**src/rtl/riscv_fetch_pkg.sv**
```systemverilog
// riscv_fetch_pkg: shared widths, buffer entry and FSM types for the fetch stage
package riscv_fetch_pkg;
   localparam int XLEN = 64;
   localparam int ILEN = 32;
   localparam int INST_BYTES = 4;
   typedef struct packed {
      logic [XLEN-1:0] pc;
      logic [ILEN-1:0] instr;
   } fetch_entry_t;
   typedef enum logic {RUN, HALT} fetch_state_t;
endpackage

```
**src/rtl/fetch_fifo.sv**
```systemverilog
// fetch_fifo: two-entry shift buffer of fetched {pc, instruction} pairs
module fetch_fifo
   import riscv_fetch_pkg::*;
(
   input  logic         clk,
   input  logic         reset,
   input  logic         push,
   input  logic         pop,
   input  logic         flush,
   input  fetch_entry_t din,
   output logic [1:0]   count,
   output fetch_entry_t head,
   output logic         empty,
   output logic         full
);
   fetch_entry_t tail;
   assign empty = count == 2'd0;
   assign full = count == 2'd2;
   // head always holds the oldest entry; a pop shifts tail forward
   always_ff @(posedge clk or posedge reset) begin
      if (reset) begin
         count <= 2'd0;
         head <= '0;
         tail <= '0;
      end else if (flush) begin
         count <= 2'd0;
      end else begin
         if (push && (empty || (count == 2'd1 && pop))) head <= din;
         else if (pop) head <= tail;
         if (push && (full || (count == 2'd1 && !pop))) tail <= din;
         count <= count + {1'b0, push} - {1'b0, pop};
      end
   end
endmodule

```
**src/rtl/instruction_fetch_unit.sv**
```systemverilog
// instruction_fetch_unit: PC register, run/halt FSM and redirect handling feeding a
// two-entry fetch buffer toward decode
module instruction_fetch_unit
   import riscv_fetch_pkg::*;
#(
   parameter logic [XLEN-1:0] RESET_PC = 64'h0,
   parameter logic [XLEN-1:0] PC_LIMIT = 64'd88,
   parameter int FIFO_DEPTH = 2
) (
   input  logic            clk,
   input  logic            reset,
   output logic [XLEN-1:0] inst_address,
   input  logic [ILEN-1:0] instruction,
   input  logic            redirect_valid,
   input  logic [XLEN-1:0] redirect_pc,
   output logic            out_valid,
   input  logic            out_ready,
   output logic [XLEN-1:0] out_pc,
   output logic [ILEN-1:0] out_instruction,
   output logic            halted
);
   fetch_state_t state;
   fetch_entry_t head;
   logic [XLEN-1:0] pc;
   logic [XLEN-1:0] pc_seq;
   logic [XLEN-1:0] target;
   logic [1:0] count;
   logic empty;
   logic full;
   logic pop;
   logic fetch;
   if (FIFO_DEPTH != 2) begin : g_depth_check
      $error("instruction_fetch_unit: FIFO_DEPTH must be 2");
   end
   assign pc_seq = pc + XLEN'(INST_BYTES);
   assign target = {redirect_pc[XLEN-1:2], 2'b00};
   assign out_valid = count != 2'd0;
   assign pop = out_valid & out_ready & ~redirect_valid;
   assign fetch = (state == RUN) & ~redirect_valid & (~full | pop);
   assign inst_address = pc;
   assign halted = state == HALT;
   assign out_pc = empty ? '0 : head.pc;
   assign out_instruction = empty ? '0 : head.instr;
   fetch_fifo u_fifo (
      .clk(clk),
      .reset(reset),
      .push(fetch),
      .pop(pop),
      .flush(redirect_valid),
      .din('{pc: pc, instr: instruction}),
      .count(count),
      .head(head),
      .empty(empty),
      .full(full)
   );
   // redirect outranks fetch; halting happens on the fetch that reaches the limit
   always_ff @(posedge clk or posedge reset) begin
      if (reset) begin
         pc <= RESET_PC;
         state <= RUN;
      end else if (redirect_valid) begin
         pc <= target;
         state <= target < PC_LIMIT ? RUN : HALT;
      end else if (fetch) begin
         pc <= pc_seq;
         if (pc_seq >= PC_LIMIT) state <= HALT;
      end
   end
endmodule

```
**config.mk**
```make
export PLATFORM = sky130hd
export DESIGN_NAME = instruction_fetch_unit
export DESIGN_NICKNAME = d
export VERILOG_FILES = /design/src/rtl/riscv_fetch_pkg.sv /design/src/rtl/fetch_fifo.sv /design/src/rtl/instruction_fetch_unit.sv
export SDC_FILE = /design/constraint.sdc
export NUM_CORES = 1
export LEC_CHECK = 0
export ABC_AREA = 1
export BUFFER_PORTS_ARGS = -buffer_cell sky130_fd_sc_hd__buf_2
export CORE_ASPECT_RATIO = 0.8
export CORE_MARGIN = 2
export CORE_UTILIZATION = 56
export DETAILED_ROUTE_END_ITERATION = 6
export GPL_TIMING_DRIVEN = 0
export PLACE_DENSITY_LB_ADDON = 0.12
export SLEW_MARGIN = 5
export SYNTH_ARGS = -nofsm -noshare
export SYNTH_HDL_FRONTEND = slang
export SYNTH_SLANG_ARGS = --single-unit
```
**constraint.sdc**
```tcl
create_clock -name clk -period 9.25 [get_ports clk]
set_input_delay 1.3875 -clock clk [delete_from_list [all_inputs] [get_ports clk]]
set_output_delay 1.3875 -clock clk [all_outputs]
set_load 0.05 [all_outputs]
```
==> impl_metrics.json, run 1 <==
{
  "synth_top_family_by_area": "simple AND/OR/NAND/NOR gates",
  "initial_core_util": 0.568,
  "stdcell_count": 2563,
  "crit_arrival_ns": 3.06,
  "dp_hpwl_microns": 38000,
  "tightest_slew_ns": 0.936,
  "cts_hold_buffers": 0,
  "p_leak_uw": 0.00820,
  "wl_per_cell_microns": 19.3,
  "min_from": "u_fifo.tail[61]$_DFFE_PP0P_",
  "start_kind": "flip-flop",
  "setup_violations": 0,
  "yosysWarningCount": 0,
  "vias_per_cell": 5.63,
  "port_buffers": 254,
  "dp.cells": 2518,
  "design_area_sq_mm": 0.0164,
  "cts.sinks": 253,
  "die_x_microns": 180,
  "mappedNetlistArea_sq_mm": 0.0138,
  "wl_microns": 49300,
  "synthMuxAreaShare": 0,
  "rows": 51,
  "crit_type": "reg2out",
  "final_nets": 2333,
  "fmaxAchievable_mhz": 225,
  "placed_area_sq_mm": 0.0156,
  "synthAdderAreaFrac": 0.00362,
  "clk_path_buf_depth": 3,
  "critPathSlowestCell": "clkbuf_1",
  "drt-initial-drc-count": 1522,
  "whs_ns": 0.480,
  "antenna_found_initial": 0,
  "avgSynthCellArea_sq_um": 7.12,
  "period_minus_slack_ns": 4.45,
  "slew_violations": 0,
  "synth_seq_area_share": 0.458,
  "boundaryPins": 262,
  "setup_tns_ns": 0,
  "synth_xor_area_frac": 0.00570,
  "grt_pass1_vias": 13036,
  "netlist-cell-type-count": 34,
  "worst_r2r_path_depth": 11,
  "cts_resized": 0,
  "grt_pass1_wl_microns": 74300,
  "crit_fanout": 10,
  "die-height_microns": 145,
  "drive_above_1_share": 0.164,
  "irDropWorstVdd_mv": 0.178,
  "holdPathStages": 2,
  "cp_top_family": "buffers and inverters",
  "grt_util_all_layers": 0.372,
  "routabilityCongestion": 1.02,
  "min_path_type": "reg2reg",
  "coreArea_sq_mm": 0.0243,
  "hold_violations": 0,
  "timing.rr.start": "u_fifo.count[1]$_DFF_PP0_",
  "max_stage_delay_ns": 0.75,
  "diodes": 0,
  "required_ns": 7.86,
  "critical_path.endpoint": "out_instruction[19]",
  "regToRegSetupSlack_ns": 6.28,
  "numCtsBuffers": 27,
  "htreeDepth": 1,
  "syn_inst": 1941,
  "cp.depth": 5,
  "grt_max_degree": 112,
  "cap_violations": 0,
  "status": "complete, no violations",
  "grt-ovfl-total": 0,
  "synth_compound_area_frac": 0.146,
  "total_power_uw": 2910,
  "clk_pin_slew_ns": 0.06,
  "ys_ff_latch": 253,
  "fillers": 2105,
  "die_area_sq_mm": 0.0260,
  "slew_headroom": 0.371,
  "final.period_utilization": 0.481,
  "skew_ns": 0.0129,
  "path_buf_inv": 3,
  "ant_nets": 0,
  "worstPathCellList": "nor2_2 -> clkbuf_1 -> clkbuf_1 -> nor2_1 -> buf_2",
  "crit_path_end_kind": "output port",
  "syn2layout_area_growth_pct": 19.0,
  "powerDensity_mw_per_mm2": 177,
  "cts_setup_buffers": 0,
  "ctsRootBufferMaster": "clkbuf_16",
  "cpMostUsedCell": "clkbuf_1",
  "drc": 0,
  "cts_tree": "done",
  "cp-startpoint": "u_fifo.count[1]$_DFF_PP0_",
  "dr.pass1.iters": 6,
  "clock_latency_ns": 0.56,
  "grt_setup_unrepaired": "no",
  "reg2reg_to": "u_fifo.head[48]$_DFFE_PP0P_",
  "vias": 14422,
  "synth-simple-area-share": 0.290
}
metal layers:
layer  part of all wire  global-route usage
met4              0.035               0.124
met3               0.11              0.0808
met5                  0                   0
met1               0.43               0.530
met2               0.43               0.567
sequential cells by signal, summed over array words and instances (netlist names):
| signal | cells |
|---|---|
| inst_address | 62 |
| halted | 1 |
| u_fifo.head | 94 |
| u_fifo.count | 2 |
| u_fifo.tail | 94 |
cells in the final DEF, fill, tap and decap left out, drive strengths merged, types with 4 or more instances in the layout:
cell type    n
nand2      605
buf        288
nor2       275
o21ai      263
dfrtp      253
inv        248
clkbuf      94
nand3       52
o221ai      41
a21oi       34
nand4       22
o211ai      20
nor4        11
nor3         9
xor2         8
clkinv       5
ha           4
conb         4
area by class of cell:
type / instances / area, sq um / area share
sequential: 253 / 6330 / 0.385
multi-input combinational: 1353 / 6180 / 0.376
timing repair buffer: 256 / 1330 / 0.0807
inverter: 246 / 931 / 0.0566
clock buffer: 34 / 752 / 0.0457
tap: 318 / 398 / 0.0242
buffer: 92 / 395 / 0.0240
clock inverter: 11 / 129 / 0.00784
how the worst min path moves through the flow:
stage                                  end
2_1_floorplan  u_fifo.tail[31]$_DFFE_PP0P_
3_3_place_gp   u_fifo.tail[66]$_DFFE_PP0P_
3_5_place_dp   u_fifo.tail[56]$_DFFE_PP0P_
4_1_cts        u_fifo.tail[48]$_DFFE_PP0P_
5_1_grt        u_fifo.tail[36]$_DFFE_PP0P_
6_report       u_fifo.tail[61]$_DFFE_PP0P_
power by group:
| group | internal, uW | switching, uW |
|---|---|---|
| Combinational | 135 | 343 |
| Sequential | 1240 | 100 |
| Clock | 631 | 468 |
synthesized netlist by cell type (all sizes together):
library cell,instances,area share
a22oi,1,0.00054
nand3,52,0.019
a2111oi,1,0.00063
a21oi,34,0.013
xnor2,1,0.00063
conb,1,0.00027
clkbuf,60,0.016
buf,32,0.012
o211ai,20,0.011
nand2,605,0.17
nor4,11,0.0050
o221ai,41,0.026
nand3b,1,0.00054
o21ai,263,0.095
dfrtp,253,0.46
nor3,9,0.0033
nor2,275,0.085
inv,246,0.067
nand4,22,0.010
xor2,8,0.0051
o31ai,1,0.00054
ha,4,0.0036
cell families (layout without fill, tap and decap cells):
kind of cell,Yosys count,in the layout
simple gates,975,975
other cells,1,4
buf+inv,338,639
xor+xnor,9,9
fa+ha+maj,4,4
flops,253,253
compound gates,361,361
stage by stage:
stage                     setup WS, ns   util
after floorplan                  0.906      -
after detailed placement          5.46  0.640
after CTS                         4.85  0.676
after global placement           -1.90  0.638
after global routing              4.76  0.676
final                             4.80  0.676
worst register-to-register path: cells and delay by family (launching register included):
kind | cells | cell delay (ns)
simple gates | 4 | 1.14
buf+inv | 5 | 1.00
flops | 1 | 0.44
compound gates | 2 | 0.23
Power figures use the tool's default switching activity.
==> run 2: changes to the inputs <==
clock period = 4.49 ns   (was 9.25 ns; I/O delays follow)
==> run 2 against run 1 <==
The flow now finishes with violations (design-rule violations). Non-clock buffer count is 5 higher. Critical path depth did not move. Cell area rose by 0.65%. Clock skew is 0.0017 ns higher. Die area unchanged. Flip-flop and latch count unchanged.
==> impl_metrics.json, run 2 (synthesis results as in run 1) <==
{
  "setup_violations": 0,
  "path_buf_inv": 3,
  "die_x_microns": 180,
  "numCtsBuffers": 26,
  "fmaxAchievable_mhz": 273,
  "grt_max_degree": 41,
  "crit_path_end_kind": "output port",
  "irDropWorstVdd_mv": 0.396,
  "violations": "design-rule violations",
  "die-height_microns": 145,
  "drc": 1,
  "grt-ovfl-total": 0,
  "placed_area_sq_mm": 0.0157,
  "slew_headroom": 0.376,
  "crit_type": "reg2out",
  "grt_setup_unrepaired": "no",
  "rows": 51,
  "wl_microns": 50400,
  "vias": 14656,
  "wl_met1_microns": 20500,
  "routed-wl-met2_microns": 21900,
  "coreArea_sq_mm": 0.0243,
  "setup_tns_ns": 0,
  "final_common_cell": "nand2_1",
  "min_path_type": "in2async",
  "required_ns": 3.82,
  "wl_met3_microns": 6030,
  "skew_ns": 0.0147,
  "hold_violations": 0,
  "powerDensity_mw_per_mm2": 364,
  "syn2layout_area_growth_pct": 19.8,
  "period_minus_slack_ns": 3.66,
  "dp.cells": 2523,
  "boundaryPins": 262,
  "grt_util_all_layers": 0.386,
  "stdcell_count": 2572,
  "grt_pass1_wl_microns": 76700,
  "fillers": 2071,
  "cts_resized": 0,
  "top_layer": "met5",
  "cap_violations": 0,
  "worstPathCellList": "nor2_2 -> clkbuf_1 -> clkbuf_1 -> nor2_1 -> buf_2",
  "grt_pass1_vias": 13758,
  "reg2reg_to": "u_fifo.head[30]$_DFFE_PP0P_",
  "start_kind": "flip-flop",
  "timing.rr.start": "u_fifo.count[1]$_DFF_PP0_",
  "crit_fanout": 10,
  "cts_tree": "done",
  "switching_share": 0.315,
  "die_area_sq_mm": 0.0260,
  "ctsRootBufferMaster": "clkbuf_16",
  "max_stage_delay_ns": 0.74,
  "p_int_uw": 4120,
  "layout_common_cells": "nand2_1 (593), buf_2 (276), dfrtp_1 (253)",
  "design_area_sq_mm": 0.0166,
  "final_nets": 2337,
  "fin_ws_ns": 0.825,
  "cp_top_family": "buffers and inverters",
  "clk_path_buf_depth": 3,
  "critPathSlowestCell": "clkbuf_1",
  "htreeDepth": 1,
  "routabilityCongestion": 0.965,
  "status": "finished with violations",
  "seqPwrFrac": 0.458,
  "cpMostUsedCell": "clkbuf_1",
  "crit_arrival_ns": 2.99,
  "clock_latency_ns": 0.55,
  "clk_pin_slew_ns": 0.07,
  "pwr-share-clk": 0.377,
  "regToRegSetupSlack_ns": 1.46,
  "wl_per_cell_microns": 19.6,
  "drt-initial-drc-count": 1535,
  "drive_above_1_share": 0.168,
  "worst_r2r_path_depth": 10,
  "dr.pass1.iters": 7,
  "p_comb_frac": 0.166,
  "ant_nets": 0,
  "port_buffers": 254,
  "dp_hpwl_microns": 38600,
  "slew_violations": 0,
  "p_sw_uw": 1900,
  "cts.sinks": 253,
  "final.period_utilization": 0.816,
  "pre_cts_ws_ns": 1.44,
  "cts_hold_buffers": 0,
  "initial_core_util": 0.568,
  "antenna_found_initial": 1,
  "p_leak_uw": 0.00822,
  "vias_per_cell": 5.70,
  "cp.depth": 5,
  "cts_setup_buffers": 0,
  "tightest_slew_ns": 0.929
}
## run 2: changes by cell type in the layout (fill, tap and decap cells not counted), moves of 2 or more
cell,delta
buf_12,+6
clkbuf_1,-2
clkbuf_8,-2
clkinvlp_4,+7
## run 2: stage by stage
step / utilization / total power, uW / hold slack [ns]
6_report: 0.681 / 6020 / 0.248
4_1_cts: 0.681 / 6010 / 0.256
3_3_place_gp: 0.638 / 3700 / 0.460
2_1_floorplan: - / 3390 / 0.448
3_5_place_dp: 0.644 / 3760 / 0.468
5_1_grt: 0.681 / 6240 / 0.294
## run 2: power by group through the flow
stage               Sequential, uW  Combinational [uW]  Clock, uW
floorplan                     2910                 488          0
global placement              2770                 930          0
detailed placement            2780                 974          0
CTS                           2750                 985       2280
global route                  2780                1110       2350
finish                        2760                 998       2270
## run 2: layer usage
metal	vias to the layer above	GRT usage
li1	6761	-
met1	6872	0.528
met3	142	0.104
met2	879	0.596
met4	2	0.138
met5	-	0
## run 2: final cells by class
cell class,instances,area (sq um),share of cell area
Clock inverter,19,205,0.0124
Clock buffer,29,692,0.0418
Antenna cell,1,2.50,0.000151
Buffer,92,395,0.0239
Inverter,246,927,0.0560
Timing Repair Buffer,261,1420,0.0857
Sequential cell,253,6330,0.383
Multi-Input combinational cell,1353,6180,0.373
Tap cell,318,398,0.0240
## run 2: how the worst max path moves through the flow
stage | from | to | slack [ns]
final | u_fifo.count[1]$_DFF_PP0_ | out_instruction[19] | 0.83
after global routing | u_fifo.count[1]$_DFF_PP0_ | out_instruction[18] | 0.69
after CTS | u_fifo.count[1]$_DFF_PP0_ | out_instruction[19] | 0.84
after detailed placement | u_fifo.count[1]$_DFF_PP0_ | out_instruction[19] | 1.44
after global placement | reset | u_fifo.head[86]$_DFFE_PP0P_ | -1.07
after floorplan | reset | halted$_DFFE_PP0P_ | 0.49
